File: src/rtl/yrv_seg7_scan.sv
// yrv_seg7_scan: multiplexed 4-digit 7-segment driver with per-frame snapshot,
// leading-zero suppression and an anti-ghosting blank gap at each slot start.
module yrv_seg7_scan #(
    parameter int SCAN_DIV       = 50000,
    parameter int BLANK_CYC      = 64,
    parameter bit SEG_ACTIVE_LOW = 1'b1,
    parameter bit AN_ACTIVE_LOW  = 1'b1
) (
    input  logic        clk,
    input  logic        reset,
    input  logic [15:0] port0_reg,
    input  logic [15:0] port1_reg,
    output logic [6:0]  seg,
    output logic        dp,
    output logic [3:0]  an,
    output logic        frame_tick
);
    localparam int CW = $clog2(SCAN_DIV);

    logic [CW-1:0] r_cnt;
    logic [1:0]    r_idx;
    logic [15:0]   r_snap0;
    logic [8:0]    r_snap1;
    logic          r_pend;

    logic          w_wrap;
    logic          w_load;
    logic          w_sup;
    logic          w_lit;
    logic [3:0]    w_nib;
    logic [3:0]    w_blank;
    logic [3:0]    w_an;
    logic [6:0]    w_glyph;

    assign w_wrap  = r_cnt == CW'(SCAN_DIV - 1);
    assign w_load  = r_pend | (w_wrap & (r_idx == 2'd3));
    assign w_nib   = r_snap0[{r_idx, 2'b00} +: 4];
    assign w_blank = r_snap1[7:4];
    assign w_an    = 4'b0001 << r_idx;
    // A digit is suppressed when it and every digit to its left are zero
    assign w_sup   = r_snap1[8] & (r_idx != 2'd0) & ((r_snap0 >> {r_idx, 2'b00}) == 16'h0);
    assign w_lit   = (r_cnt >= CW'(BLANK_CYC)) & ~w_blank[r_idx] & ~w_sup;

    always_comb begin
        w_glyph = 7'h00;
        case (w_nib)
            4'h0: w_glyph = 7'h3F;
            4'h1: w_glyph = 7'h06;
            4'h2: w_glyph = 7'h5B;
            4'h3: w_glyph = 7'h4F;
            4'h4: w_glyph = 7'h66;
            4'h5: w_glyph = 7'h6D;
            4'h6: w_glyph = 7'h7D;
            4'h7: w_glyph = 7'h07;
            4'h8: w_glyph = 7'h7F;
            4'h9: w_glyph = 7'h6F;
            4'hA: w_glyph = 7'h77;
            4'hB: w_glyph = 7'h7C;
            4'hC: w_glyph = 7'h39;
            4'hD: w_glyph = 7'h5E;
            4'hE: w_glyph = 7'h79;
            default: w_glyph = 7'h71;
        endcase
    end

    always_ff @(posedge clk) begin
        if (reset) begin
            r_cnt      <= '0;
            r_idx      <= 2'd0;
            r_snap0    <= 16'h0;
            r_snap1    <= 9'h0;
            r_pend     <= 1'b1;
            seg        <= {7{SEG_ACTIVE_LOW}};
            dp         <= SEG_ACTIVE_LOW;
            an         <= {4{AN_ACTIVE_LOW}};
            frame_tick <= 1'b0;
        end else begin
            r_cnt      <= w_wrap ? '0 : r_cnt + 1'b1;
            r_idx      <= w_wrap ? r_idx + 2'd1 : r_idx;
            r_pend     <= 1'b0;
            if (w_load) begin
                r_snap0 <= port0_reg;
                r_snap1 <= port1_reg[8:0];
            end
            frame_tick <= w_load;
            seg        <= (w_lit ? w_glyph : 7'h00) ^ {7{SEG_ACTIVE_LOW}};
            dp         <= (w_lit & r_snap1[r_idx]) ^ SEG_ACTIVE_LOW;
            an         <= (w_lit ? w_an : 4'h0) ^ {4{AN_ACTIVE_LOW}};
        end
    end
endmodule
File: config.mk
export PLATFORM = sky130hd
export DESIGN_NAME = yrv_seg7_scan
export DESIGN_NICKNAME = d
export VERILOG_FILES = /design/src/rtl/yrv_seg7_scan.sv
export SDC_FILE = /design/constraint.sdc
export NUM_CORES = 1
export LEC_CHECK = 0
export ABC_AREA = 0
export CAP_MARGIN = 10
export CORE_ASPECT_RATIO = 0.5
export CORE_UTILIZATION = 35
export DETAILED_ROUTE_END_ITERATION = 10
export HOLD_SLACK_MARGIN = 0.06
export SETUP_SLACK_MARGIN = 0.1
export SLEW_MARGIN = 0
export SYNTH_ARGS = -nofsm -noshare
export SYNTH_HDL_FRONTEND = slang
export SYNTH_SLANG_ARGS = --single-unit
export TNS_END_PERCENT = 20
File: constraint.sdc
create_clock -name clk -period 2.9 [get_ports clk]
set_input_delay 0.29 -clock clk [delete_from_list [all_inputs] [get_ports clk]]
set_output_delay 0.29 -clock clk [all_outputs]
set_load 0.02 [all_outputs]
======== Word-level counts from Yosys, hierarchy flattened ========
Memories as Yosys holds them, arrays and structs flattened.
Cells that the tools add are included.
storage, ports and cells
  input port bits ......................... 34
  memories kept ........................... 1
  flip-flop bits (word level) ............. 57
  memory bits (read-only) ................. 112
  output and inout port bits .............. 13
  logic and storage cells ................. 42
cells by class
  shifts and indexed selects .............. 3
  magnitude comparators ................... 3
  equality and inequality tests ........... 2
  reductions and logical operators ........ 3
  bitwise gates (word level) .............. 12
  muxes and demuxes ....................... 7
  add/sub/neg operators ................... 2
memory list
  name              words  width  rd ports  clocked after Yosys merged registers in  write ports  line  RTL
  (name not given)  16     7      1         0                                        0            46    case (w_nib)
operators by type and width
  operator                                                                       number
  16-bit by 1-bit adder with 16-bit output (second input constant)               1
  16-bit == test (second input constant)                                         1
  16-bit by 7-bit >= comparator with 1-bit output (second input constant)        1
  16-bit zero test                                                               1
  16-bit by 5-bit variable part select with 4-bit output                         1
  16-bit by 4-bit >> shifter with 16-bit output                                  1
  7-bit 2-to-1 mux                                                               1
  7-bit inverter                                                                 1
  1-bit AND                                                                      6
  2-bit by 5-bit less-than comparator with 1-bit output (second input constant)  1
  1-bit binary-select mux with 2-bit select                                      2
  4-bit 2-to-1 mux                                                               1
  4-bit inverter                                                                 1
  1-bit by 2-bit left shift with 4-bit output (first input constant)             1
  2-bit by 3-bit less-than comparator with 1-bit output (second input constant)  1
  1-bit 2-to-1 mux                                                               3
  1-bit inverter                                                                 3
  2-bit by 1-bit adder with 2-bit output (second input constant)                 1
  2-bit == test (second input constant)                                          1
  2-bit nonzero test                                                             1
  2-bit OR reduction                                                             1
  1-bit bitwise OR                                                               1

======== Logic depth before layout (Yosys ltp) ========
  depth after elaboration ................. 7
  gate-level depth with buffers ........... 9
  mapped depth without buffers ............ 8

======== Worst setup path before layout ========
Ideal clock, no wire load.
  path type ............................... register to register
  from .................................... register r_idx[0]
  to ...................................... register seg[0]
  path slack .............................. 715 ps
  period minus slack after synthesis ...... 2185 ps
  cell stages (with the launch flop) ...... 8
  required time ........................... 2775 ps
  data arrival time ....................... 2060 ps
  path through ............................ dfxtp_1 > buf_4 > mux4_2 > ha_1 > mux2_2 > o32ai_1 > a21o_1 > o31ai_1
between the ends
  cells in the longest elaborated chain, start to end .. 7
ends and longest elaborated chain
  what                                                                       line  RTL
  from (decl)                                                                21    logic [1:0] r_idx;
  from (signal assigned)                                                     79    r_idx <= w_wrap ? r_idx + 2'd1 : r_idx;
  parallel branches: the longest is 5 deep, another holds memory 16 x 7 bit  n/a
  7-bit 2-to-1 mux *                                                         86    seg <= (w_lit ? w_glyph : 7'h00) ^ {7{SEG_ACTIVE_LOW}};
  7-bit inverter (no source line) *                                          n/a
  to (signal assigned)                                                       73    seg <= {7{SEG_ACTIVE_LOW}};
  to (signal assigned)                                                       86
  to (decl)                                                                  13    output logic [6:0] seg,
Every way passes the cells marked *. The select of a mux whose other input is x is not followed.
A chain may end at the register's enable or synchronous reset.

======== Final worst setup path ========
  from .................................... register r_idx[0]
  to ...................................... register seg[2]
Same word-level chain as after synthesis.

==> results.py <==
metrics = {
    "yosys": {
        "async_flop_share_pct": 0,
        "syn_area_mm2": 0.00266,
        "synthCells": 291,
        "yosys_warnings": 0,
        "synth-seq-cells": 57,
        "syn_avg_cell_area_um2": 9.14,
        "syn_nets": 337,
        "synth-edff-count": 0,
        "ys_seq_area_share_pct": 42.9,
        "yosysUniqueCellTypes": 49,
        "synth_ff_type": "dfxtp_1",
    },
    "critical_path": {
        "cp_cell_sequence": "mux4_2 > nor3_1 > nor2b_1 > o311ai_0",
        "critPathTopFamily": "simple AND/OR/NAND/NOR gates",
        "critPathArrivalTime_ns": 2.60,
        "critPathCaptureType": "flip-flop",
        "crit_slowest_cell": "nor2b_1",
        "start_kind": "flip-flop",
        "cp.buffers_inverters": 0,
        "crit_type": "flip-flop to flip-flop",
        "slowest_delay_ns": 0.66,
        "worst_ep_required_time_ns": 3.05,
        "cp_max_fo": 11,
    },
    "floorplanning": {
        "start_util_pct": 36.2,
        "dieArea_mm2": 0.00797,
        "die_y_um": 63.6,
        "num_rows": 22,
        "ios": 47,
        "die_x_um": 125,
        "core_mm2": 0.00735,
    },
    "grt": {
        "grt-ovfl-total": 0,
        "grt_pass1_vias": 2056,
        "grt_max_degree": 32,
        "grt_use_total_pct": 14.7,
        "grt_pass1_wl_mm": 9.28,
        "grt_antenna_before_repair": 0,
    },
    "clock_network": {
        "htreeDepth": 3,
        "cts_resized": 0,
        "numCtsBuffers": 9,
        "clk_pin_slew_worst_paths_ns": 0.05,
        "cts-root-buf": "clkbuf_16",
        "cts_tree": "done",
        "clk_path_buf_depth": 2,
        "cts_sinks": 57,
        "cts_setup_buffers": 0,
        "cts-hold-fix-buffers": 0,
        "clock_latency_ns": 0.32,
    },
    "detailed_routing": {
        "drtIter0Drc": 106,
        "drc": 1,
        "wl_per_cell_um": 12.0,
        "postRouteWirelength_mm": 5.19,
        "first_pass_iters": 9,
        "vias": 2096,
        "ant_nets": 0,
        "via_per_inst": 4.84,
    },
    "timing": {
        "setup-tns-final_ns": 0,
        "relSlewSlack_pct": 50.3,
        "fin_crit_ns": 2.46,
        "finClkSkew_ns": 0.00456,
        "fin_ws_ns": 0.443,
        "tightest_slew_ns": 0.744,
        "holdWs_ns": 0.450,
        "timing.final.crit_share_pct": 84.7,
        "finalHoldViolations": 0,
        "rsz0062_at_grt": "false",
        "slew_viol_final": 0,
        "finalSetupViolations": 0,
        "fmax_mhz": 407,
    },
    "finish": {
        "nets": 378,
        "antenna_cells": 0,
        "synthToLayoutAreaGrowth_pct": 26.2,
        "layout.cells.non_filler": 433,
        "finish.utilization_pct": 45.7,
        "drive_gt1_share_pct": 11.0,
        "nFillCells": 701,
    },
    "power_and_ir_drop": {
        "power.switching_uw": 415,
        "p_sw_share_pct": 21.7,
        "power-per-cell-area_mw_per_mm2": 571,
        "clkPwrFrac_pct": 49.4,
        "p_int_mw": 1.50,
        "p_comb_share_pct": 7.4,
        "p_leak_nw": 1.28,
        "ir_worst_vdd_mv": 0.304,
        "share_seq_of_total_power_pct": 43.2,
    },
    "run_status": {
        "violations": "design-rule violations",
        "status": "finished with violations",
    },
    "place": {
        "gp_congestion": 0.809,
        "dp_cells": 417,
        "dpl_worst_slack_ns": 0.440,
        "port_buffers": 39,
        "dp_hpwl_mm": 3.84,
    },
    "min_path": {
        "hp-class": "flip-flop to flip-flop",
    },
    "flow_run": {
        "maxCapViolCount": 0,
    },
}
tightest hold or removal path, delay by kind of cell, from the launching register on:
family             cells  cell delay, ns
AOI/OAI and AO/OA      1            0.05
and+or+nand+nor        1            0.05
DFF                    1            0.30
synth_stat cells (2+ instances only):
library cell / number / area share (%)
mux4_2: 4 / 3.4
dfxtp_1: 57 / 43
nand2_1: 66 / 9.3
mux2_2: 5 / 2.1
nand4_1: 4 / 0.94
a21oi_1: 25 / 4.7
xor2_1: 5 / 1.6
inv_1: 9 / 1.3
nor4_1: 4 / 0.94
a31oi_1: 2 / 0.47
xnor2_1: 10 / 3.3
o211ai_1: 4 / 1.1
buf_4: 3 / 0.85
a21oi_2: 2 / 0.66
clkbuf_8: 2 / 1.0
buf_2: 3 / 0.56
nor2_1: 28 / 4.0
buf_8: 2 / 1.1
o21ai_0: 2 / 0.38
nand3_1: 4 / 0.75
nor3_1: 3 / 0.56
mux2i_1: 6 / 2.3
ha_1: 12 / 5.6
and3_1: 4 / 0.94
state kept, by name, indices dropped and copies added (netlist names), 2 cells and up:
signal   flops
r_snap0     16
r_idx        2
seg          7
r_cnt       16
r_snap1      9
an           4
power groups by stage:
stage               Sequential, mW  Combinational, mW  Clock, mW
finish                       0.827              0.142      0.947
global route                 0.829              0.158       1.01
CTS                          0.827              0.143      0.968
detailed placement           0.842              0.142          0
global placement             0.841              0.140          0
floorplan                    0.838             0.0964          0
through the flow:
stage,total power [mW],cell area [um2]
after CTS,1.94,3360
after global routing,2.00,3360
after detailed placement,0.985,3080
final,1.92,3360
after floorplan,0.934,2660
after global placement,0.981,3080
path summary, 6_finish.rpt:
path | from | to | slack, ns | cells after the start
worst min-delay path | r_snap1[1] | r_snap1[1] | 0.45 | 2
worst min register to register | r_snap1[1] | r_snap1[1] | 0.45 | 2
worst max-delay path | r_idx[0] | seg[2] | 0.44 | 4
worst max register to register | r_idx[0] | seg[2] | 0.44 | 4
cells in the final DEF (no fill, tap or decap), types with 6 or more instances in the layout:
cell type and n:
nand2_1 66, dfxtp_1 57, clkdlybuf4s50_1 39, nor2_1 28, a21oi_1 25, ha_1 12
xnor2_1 10, inv_1 9, clkbuf_16 9, mux2i_1 6
per-layer routing:
| layer | share of wire, % | up-vias | track usage (%) |
|---|---|---|---|
| met1 | 48 | 979 | 17.6 |
| met5 | 0 | - | 0 |
| met2 | 47 | 32 | 24.2 |
| li1 | - | 1077 | - |
| met4 | 1.2 | 0 | 6.40 |
| met3 | 3.8 | 8 | 5.10 |
cells by family (layout without fill, tap and decap cells):
family / count (synthesis) / after routing / synth area share (%)
adder cells (fa/ha/maj): 12 / 12 / 5.64
flip-flops: 57 / 57 / 42.9
multiplexers: 16 / 16 / 8.61
buffers and inverters: 22 / 68 / 5.79
AND/OR/NAND/NOR: 124 / 124 / 21.3
AO/OA/AOI/OAI: 45 / 45 / 10.9
XOR/XNOR: 15 / 15 / 4.94
layout make-up:
| type | count | area, um2 | share of cell area [%] |
|---|---|---|---|
| Tap cell | 96 | 120 | 3.58 |
| Clock inverter | 3 | 15.0 | 0.447 |
| Clock buffer | 13 | 260 | 7.76 |
| Sequential cell | 57 | 1140 | 34.0 |
| Timing Repair Buffer | 43 | 420 | 12.5 |
| Multi-Input combinational cell | 212 | 1370 | 40.7 |
| Inverter | 9 | 33.8 | 1.01 |
Power figures use the tool's default switching activity.
